==> config.mk <==
export PLATFORM = sky130hd
export DESIGN_NAME = float16_div_seq_flat
export DESIGN_NICKNAME = d
export VERILOG_FILES = /design/src/rtl/float16_div_if.sv /design/src/rtl/float16_div_seq.sv /design/src/flat_wrapper.sv
export SDC_FILE = /design/constraint.sdc
export NUM_CORES = 1
export LEC_CHECK = 0
export CAP_MARGIN = 20
export CORE_UTILIZATION = 51
export DETAILED_ROUTE_END_ITERATION = 7
export PLACE_DENSITY = 0.77
export SYNTH_ARGS = -nofsm -noshare
export SYNTH_HDL_FRONTEND = slang
export SYNTH_SLANG_ARGS = --single-unit
==> constraint.sdc <==
create_clock -name clk -period 2.25 [get_ports clk]
set_input_delay 0.5625 -clock clk [delete_from_list [all_inputs] [get_ports clk]]
set_output_delay 0.5625 -clock clk [all_outputs]
set_load 0.02 [all_outputs]
==> src/rtl/float16_div_if.sv <==
// Handshake bundle for the binary16 divider.
//   master: producer/consumer side (drives operands and out_ready).
//   slave : divider side (drives in_ready, out_valid and quotient).
//   in_valid/in_ready + floatA/floatB : operand channel
//   out_valid/out_ready + quotient    : result channel
interface float16_div_if;
    logic        in_valid;
    logic        in_ready;
    logic [15:0] floatA;
    logic [15:0] floatB;
    logic        out_valid;
    logic        out_ready;
    logic [15:0] quotient;

    modport master (
        output in_valid, floatA, floatB, out_ready,
        input  in_ready, out_valid, quotient
    );

    modport slave (
        input  in_valid, floatA, floatB, out_ready,
        output in_ready, out_valid, quotient
    );
endinterface

==> src/rtl/float16_div_seq.sv <==
// Sequential IEEE-754 binary16 divider: quotient = floatA / floatB.
// Restoring radix-2 significand division, one quotient bit per cycle, truncating result,
// subnormal inputs read as zero, underflow flushed to zero.
//   clk   : rising-edge clock
//   rst_n : asynchronous active-low reset
//   bus   : float16_div_if slave (operand and result valid/ready channels)
module float16_div_seq #(
    parameter int unsigned DIV_ITER  = 12,
    parameter logic [15:0] NAN_VALUE = 16'h7E00
) (
    input logic           clk,
    input logic           rst_n,
    float16_div_if.slave  bus
);

    typedef enum logic [2:0] {StIdle, StSpecial, StDivide, StNorm, StDone} state_e;

    localparam logic [3:0] LastIter = 4'(DIV_ITER - 1);

    state_e             state_q, state_d;
    logic               sign_q, sign_d;
    logic signed [6:0]  exp_q, exp_d;
    logic [10:0]        mb_q, mb_d;
    logic [11:0]        rem_q, rem_d;
    logic [11:0]        quo_q, quo_d;
    logic [3:0]         cnt_q, cnt_d;
    logic [15:0]        result_q, result_d;

    // Operand decode
    logic              a_sign, b_sign;
    logic [4:0]        a_exp, b_exp;
    logic [9:0]        a_frac, b_frac;
    logic              a_nan, b_nan, a_inf, b_inf, a_zero, b_zero;
    logic              res_nan, res_inf, res_zero;
    logic signed [6:0] exp_diff;

    // Datapath temporaries
    logic [11:0]       rem_sub;
    logic signed [6:0] exp_norm;
    logic [9:0]        frac_norm;

    always_comb begin
        a_sign   = bus.floatA[15];
        b_sign   = bus.floatB[15];
        a_exp    = bus.floatA[14:10];
        b_exp    = bus.floatB[14:10];
        a_frac   = bus.floatA[9:0];
        b_frac   = bus.floatB[9:0];
        a_nan    = (a_exp == 5'h1F) && (a_frac != 10'h0);
        b_nan    = (b_exp == 5'h1F) && (b_frac != 10'h0);
        a_inf    = (a_exp == 5'h1F) && (a_frac == 10'h0);
        b_inf    = (b_exp == 5'h1F) && (b_frac == 10'h0);
        // Subnormals are treated as zero
        a_zero   = (a_exp == 5'h00);
        b_zero   = (b_exp == 5'h00);
        res_nan  = a_nan || b_nan || (a_zero && b_zero) || (a_inf && b_inf);
        res_inf  = a_inf || b_zero;
        res_zero = a_zero || b_inf;
        exp_diff = $signed({2'b00, a_exp}) - $signed({2'b00, b_exp}) + 7'sd15;
    end

    always_comb begin
        state_d  = state_q;
        sign_d   = sign_q;
        exp_d    = exp_q;
        mb_d     = mb_q;
        rem_d    = rem_q;
        quo_d    = quo_q;
        cnt_d    = cnt_q;
        result_d = result_q;
        rem_sub  = rem_q - {1'b0, mb_q};
        // q lies in [0.5,2): renormalise by at most one position
        exp_norm  = quo_q[11] ? exp_q : exp_q - 7'sd1;
        frac_norm = quo_q[11] ? quo_q[10:1] : quo_q[9:0];

        case (state_q)
            StIdle: begin
                if (bus.in_valid) begin
                    sign_d = a_sign ^ b_sign;
                    exp_d  = exp_diff;
                    mb_d   = {1'b1, b_frac};
                    rem_d  = {2'b01, a_frac};
                    quo_d  = '0;
                    cnt_d  = '0;
                    if (res_nan) begin
                        result_d = NAN_VALUE;
                        state_d  = StSpecial;
                    end else if (res_inf) begin
                        result_d = {a_sign ^ b_sign, 5'h1F, 10'h000};
                        state_d  = StSpecial;
                    end else if (res_zero) begin
                        result_d = {a_sign ^ b_sign, 15'h0000};
                        state_d  = StSpecial;
                    end else begin
                        state_d  = StDivide;
                    end
                end
            end
            StSpecial: state_d = StDone;
            StDivide: begin
                if (rem_q >= {1'b0, mb_q}) begin
                    quo_d = {quo_q[10:0], 1'b1};
                    rem_d = {rem_sub[10:0], 1'b0};
                end else begin
                    quo_d = {quo_q[10:0], 1'b0};
                    rem_d = {rem_q[10:0], 1'b0};
                end
                cnt_d = cnt_q + 4'd1;
                if (cnt_q == LastIter) begin
                    state_d = StNorm;
                end
            end
            StNorm: begin
                if (exp_norm >= 7'sd31) begin
                    result_d = {sign_q, 5'h1F, 10'h000};
                end else if (exp_norm <= 7'sd0) begin
                    result_d = {sign_q, 15'h0000};
                end else begin
                    result_d = {sign_q, exp_norm[4:0], frac_norm};
                end
                state_d = StDone;
            end
            StDone: begin
                if (bus.out_ready) begin
                    state_d = StIdle;
                end
            end
            default: state_d = StIdle;
        endcase
    end

    always_ff @(posedge clk or negedge rst_n) begin
        if (!rst_n) begin
            state_q  <= StIdle;
            sign_q   <= 1'b0;
            exp_q    <= '0;
            mb_q     <= '0;
            rem_q    <= '0;
            quo_q    <= '0;
            cnt_q    <= '0;
            result_q <= '0;
        end else begin
            state_q  <= state_d;
            sign_q   <= sign_d;
            exp_q    <= exp_d;
            mb_q     <= mb_d;
            rem_q    <= rem_d;
            quo_q    <= quo_d;
            cnt_q    <= cnt_d;
            result_q <= result_d;
        end
    end

    assign bus.in_ready  = (state_q == StIdle);
    assign bus.out_valid = (state_q == StDone);
    assign bus.quotient  = result_q;

endmodule

==> src/flat_wrapper.sv <==
// flat-port wrapper written by rule: the top's interface ports become plain ports
module float16_div_seq_flat 
#(
    parameter int unsigned DIV_ITER  = 12,
    parameter logic [15:0] NAN_VALUE = 16'h7E00
)
  (clk, rst_n, bus_in_valid, bus_floatA, bus_floatB, bus_out_ready, bus_in_ready, bus_out_valid, bus_quotient);
  float16_div_if bus_i ();
  input logic clk;
  input logic rst_n;
  input wire logic [$bits(bus_i.in_valid)-1:0] bus_in_valid;
  input wire logic [$bits(bus_i.floatA)-1:0] bus_floatA;
  input wire logic [$bits(bus_i.floatB)-1:0] bus_floatB;
  input wire logic [$bits(bus_i.out_ready)-1:0] bus_out_ready;
  output wire logic [$bits(bus_i.in_ready)-1:0] bus_in_ready;
  output wire logic [$bits(bus_i.out_valid)-1:0] bus_out_valid;
  output wire logic [$bits(bus_i.quotient)-1:0] bus_quotient;
  assign bus_i.in_valid = bus_in_valid;
  assign bus_i.floatA = bus_floatA;
  assign bus_i.floatB = bus_floatB;
  assign bus_i.out_ready = bus_out_ready;
  assign bus_in_ready = bus_i.in_ready;
  assign bus_out_valid = bus_i.out_valid;
  assign bus_quotient = bus_i.quotient;
  float16_div_seq #(.DIV_ITER(DIV_ITER), .NAN_VALUE(NAN_VALUE)) u_core (.clk(clk), .rst_n(rst_n), .bus(bus_i));
endmodule
==> impl_metrics.env, run 1 <==
export IMPL_synth_top_cells_by_count="nand2_1, dfrtp_1, o21ai_0, nand3_1, inv_1"
export IMPL_fin_crit_ns=2.22
export IMPL_final_nets=673
export IMPL_r2r_slack_ns=0.03
export IMPL_core_area_mm2=0.00781
export IMPL_tritoncts="done"
export IMPL_finalHoldViolCount=0
export IMPL_htreeDepth=3
export IMPL_insertion_delay_ns=0.35
export IMPL_fin_skew_ns=0.00914
export IMPL_cts_sinks=66
export IMPL_critPathArrivalTime_ns=2.48
export IMPL_synth_edf_count=0
export IMPL_drt_total_wl_um=11800
export IMPL_detail_route_antenna_nets=0
export IMPL_timing_hold_ws_ns=0.230
export IMPL_grt_pass1_wl_um=19100
export IMPL_fp_dieW_um=92.5
export IMPL_fp_row_count=32
export IMPL_slew_viol_final=0
export IMPL_cp_start_kind="flop"
export IMPL_yosysWarnings=0
export IMPL_synth_nets=542
export IMPL_num_io_pins=54
export IMPL_slew_limit_headroom_pct=54.3
export IMPL_crit_path_end_kind="flop"
export IMPL_grt_setup_unrepaired="true"
export IMPL_ys_flop_type="dfrtp_1"
export IMPL_clock_root_buffer="clkbuf_8"
export IMPL_overflow=0
export IMPL_worst_r2r_endpoint="u_core.rem_q[5]$_DFFE_PN0P_"
export IMPL_fmax_ghz=0.450
export IMPL_peakVddDrop_uv=1040
export IMPL_synthArstFlopShare_pct=100
export IMPL_vias_per_cell=5.77
export IMPL_worstMarginPinSlew_ns=0.683
export IMPL_dp_hpwl_um=8110
export IMPL_numCtsBuffers=9
export IMPL_path_cells="inv_1 > ha_2 > fa_2 > nor2b_4 > o21ai_2 > a21oi_4 > o211a_4 > o221ai_1 > a31oi_1"
export IMPL_antenna_found_initial=0
export IMPL_grt_pass1_vias=4061
export IMPL_dr_total_vias=4175
export IMPL_critPathSlowestCell="fa_2"
export IMPL_ys_types=61
export IMPL_routedWlPerCell_um=16.4
export IMPL_critPathLaunch="u_core.rem_q[0]$_DFFE_PN0P_"
export IMPL_area_delta_synth_final_pct=43.9
export IMPL_cts_buffer_depth=2
export IMPL_path_max_fanout=8
export IMPL_synthCells=485
export IMPL_place_congestion=0.944
export IMPL_holdBufCountCts=0
export IMPL_synth_most_common_cell="nand2_1"
export IMPL_ys_seq_area_share_pct=39.5
export IMPL_clk_pin_slew_ns=0.08
export IMPL_dr_first_iter_drc_count=251
export IMPL_syn_cell_area_mm2=0.00418
export IMPL_leakage_nw=2.76
export IMPL_cp_slowest_stage_delay_ns=0.39
export IMPL_die_h_um=92.5
export IMPL_setup_violations=0
export IMPL_port_buffers=53
export IMPL_drive_gt1_share_pct=28.3
export IMPL_fin_crit_sh_pct=98.8
export IMPL_drt_pass1_iter_count=4
export IMPL_outcome="finished, final reports clean"
export IMPL_synth_seq_cells=66
export IMPL_diodes=0
export IMPL_die_area_mm2=0.00856
export IMPL_fill_cells=557
export IMPL_drv_cap=0
export IMPL_postSynthAreaPerCell_um2=8.61
export IMPL_grt_max_degree=67
export IMPL_synth_largest_area_cell="dfrtp_1"
export IMPL_powerDensity_mw_per_mm2=1540
export IMPL_crit_type="reg2reg"
export IMPL_hold_class="in2async"
export IMPL_reg2reg_from="u_core.rem_q[0]$_DFFE_PN0P_"
export IMPL_drcViolationCount=0
export IMPL_worstPathRequired_ns=2.51
export IMPL_r2r_cells=9
export IMPL_ys_top_cells_by_area="dfrtp_1, nand2_1, o21ai_0"
export IMPL_power_mw=9.26
export IMPL_synth_top_cell_area_share_pct=39.5
export IMPL_track_usage_pct=28.6
export IMPL_initial_core_util_pct=53.5
## critical path, delay by kind of cell, from the launching register on
| kind | cells | cell delay, ns |
|---|---|---|
| AOI/OAI and AO/OA | 5 | 0.96 |
| DFF | 1 | 0.35 |
| adders and majority gates | 2 | 0.59 |
| and+or+nand+nor | 1 | 0.16 |
| buffers and inverters | 1 | 0.06 |
## timing repair
| item | CTS | global route |
|---|---|---|
| pin swaps | 15 | 26 |
| resized for setup | 49 | 58 |
| setup endpoints to repair | 34 | 31 |
| buffers inserted | 8 | 6 |
| cloned | 1 | 0 |
## power breakdown
group	switching, mW	internal (mW)	total (mW)
Sequential	0.448	1.74	2.19
Combinational	3.11	2.94	6.04
Clock	0.506	0.519	1.03
Total	4.06	5.20	9.26
## area by class of cell
type | instances | area, µm² | share of cell area, %
Multi-Input combinational cell | 370 | 2700 | 44.8
Sequential cell | 66 | 1650 | 27.5
Timing Repair Buffer | 141 | 1230 | 20.4
Tap cell | 102 | 128 | 2.12
Clock buffer | 9 | 124 | 2.06
Inverter | 28 | 105 | 1.75
Clock inverter | 7 | 75.1 | 1.25
## metal layers
layer | vias up | track usage, % | wire, µm
met5 | - | 0 | 0
met4 | 0 | 12.1 | 274
met3 | 24 | 4.84 | 563
met2 | 144 | 49.7 | 6170
met1 | 2013 | 35.0 | 4820
li1 | 1994 | - | -
## how the worst max path moves through the flow
stage / end / cells after the start
after floorplan: u_core.bus.quotient[10]$_DFFE_PN0P_ / 6
after global placement: u_core.bus.quotient[10]$_DFFE_PN0P_ / 9
after detailed placement: u_core.bus.quotient[12]$_DFFE_PN0P_ / 9
after CTS: u_core.bus.quotient[12]$_DFFE_PN0P_ / 7
after global routing: u_core.rem_q[2]$_DFFE_PN0P_ / 9
final: u_core.rem_q[5]$_DFFE_PN0P_ / 9
## logic make-up (layout without fill, tap and decap cells)
logic type | count (synthesis) | after routing | share of synthesized area, %
xor+xnor | 16 | 16 | 3.36
compound gates | 120 | 120 | 19.3
flops | 66 | 66 | 39.5
mux | 12 | 12 | 2.91
buf+inv | 50 | 185 | 4.97
simple gates | 200 | 201 | 23.3
fa+ha+maj | 21 | 21 | 6.65
## cells in the final DEF (no fill, tap or decap), types with 3 or more instances in the layout
cell             Yosys  layout
nor3_2               1       3
mux2i_1             11      11
clkbuf_8             0       9
o21ai_0             49      32
clkdlybuf4s50_1      0      33
a21oi_1             19      12
a221o_2              3       3
and2_1               3       3
a21o_1               3       3
buf_4                0      83
o31ai_1              3       3
nor2_1              19      19
xnor2_1              9       7
nor3_1               7       4
nand2_1             95      94
o21ai_2              0       5
xor2_1               7       5
o21ai_1              0      11
inv_1               28      27
nand3b_1             3       3
a2111oi_4            2       4
ha_4                 0       4
dlymetal6s2s_1       0       7
nor2b_1              5       3
a31oi_1             12      12
or3_1                4       3
nor4_1               6       3
nand3_1             29      28
o21a_1               4       4
a21oi_2              0       6
ha_1                19      13
dlygate4sd2_1        0       9
nand4_1              5       5
dfrtp_1             66      64
and3_1               7       6
or4_4                0       3
clkdlybuf4s15_1      0       3
buf_6                2       3
## registers in the layout, indices dropped and copies added (netlist names)
signal               cells
u_core.state_q           3
u_core.mb_q             11
u_core.exp_q             7
u_core.rem_q            12
u_core.cnt_q             4
u_core.bus.quotient     16
u_core.sign_q            1
u_core.quo_q            12
## per-stage QoR
stage	setup TNS, ns	utilization, %	instances	instance area [µm²]	setup WS, ns
after CTS	0	73.3	717	5720	0.000466
after floorplan	0	-	485	4200	0.0278
final	0	77.0	723	6010	0.0261
after global placement	-8.36	68.1	692	5320	-0.541
after detailed placement	-9.68	68.1	692	5320	-0.563
after global routing	-0.454	77.0	723	6010	-0.0759
Note: power is estimated with default switching activity, not from simulation.
==> run 2, diff against run 1 <==
--- a/config.mk
+++ b/config.mk
@@ -7,6 +7,7 @@
 export LEC_CHECK = 0
 export CAP_MARGIN = 20
 export CORE_UTILIZATION = 51
+export CTS_CLUSTER_DIAMETER = 50
 export DETAILED_ROUTE_END_ITERATION = 7
 export PLACE_DENSITY = 0.77
 export SYNTH_ARGS = -nofsm -noshare
==> results of run 2 <==
No change in the layout: final DEF, timing and power equal those of run 1.
==> run 3, diff against run 2 <==
--- a/config.mk
+++ b/config.mk
@@ -5,6 +5,7 @@
 export SDC_FILE = /design/constraint.sdc
 export NUM_CORES = 1
 export LEC_CHECK = 0
+export ABC_CLOCK_PERIOD_IN_PS = 2250
 export CAP_MARGIN = 20
 export CORE_UTILIZATION = 51
 export CTS_CLUSTER_DIAMETER = 50
==> results of run 3 <==
No change in the layout: final DEF, timing and power equal those of run 1.
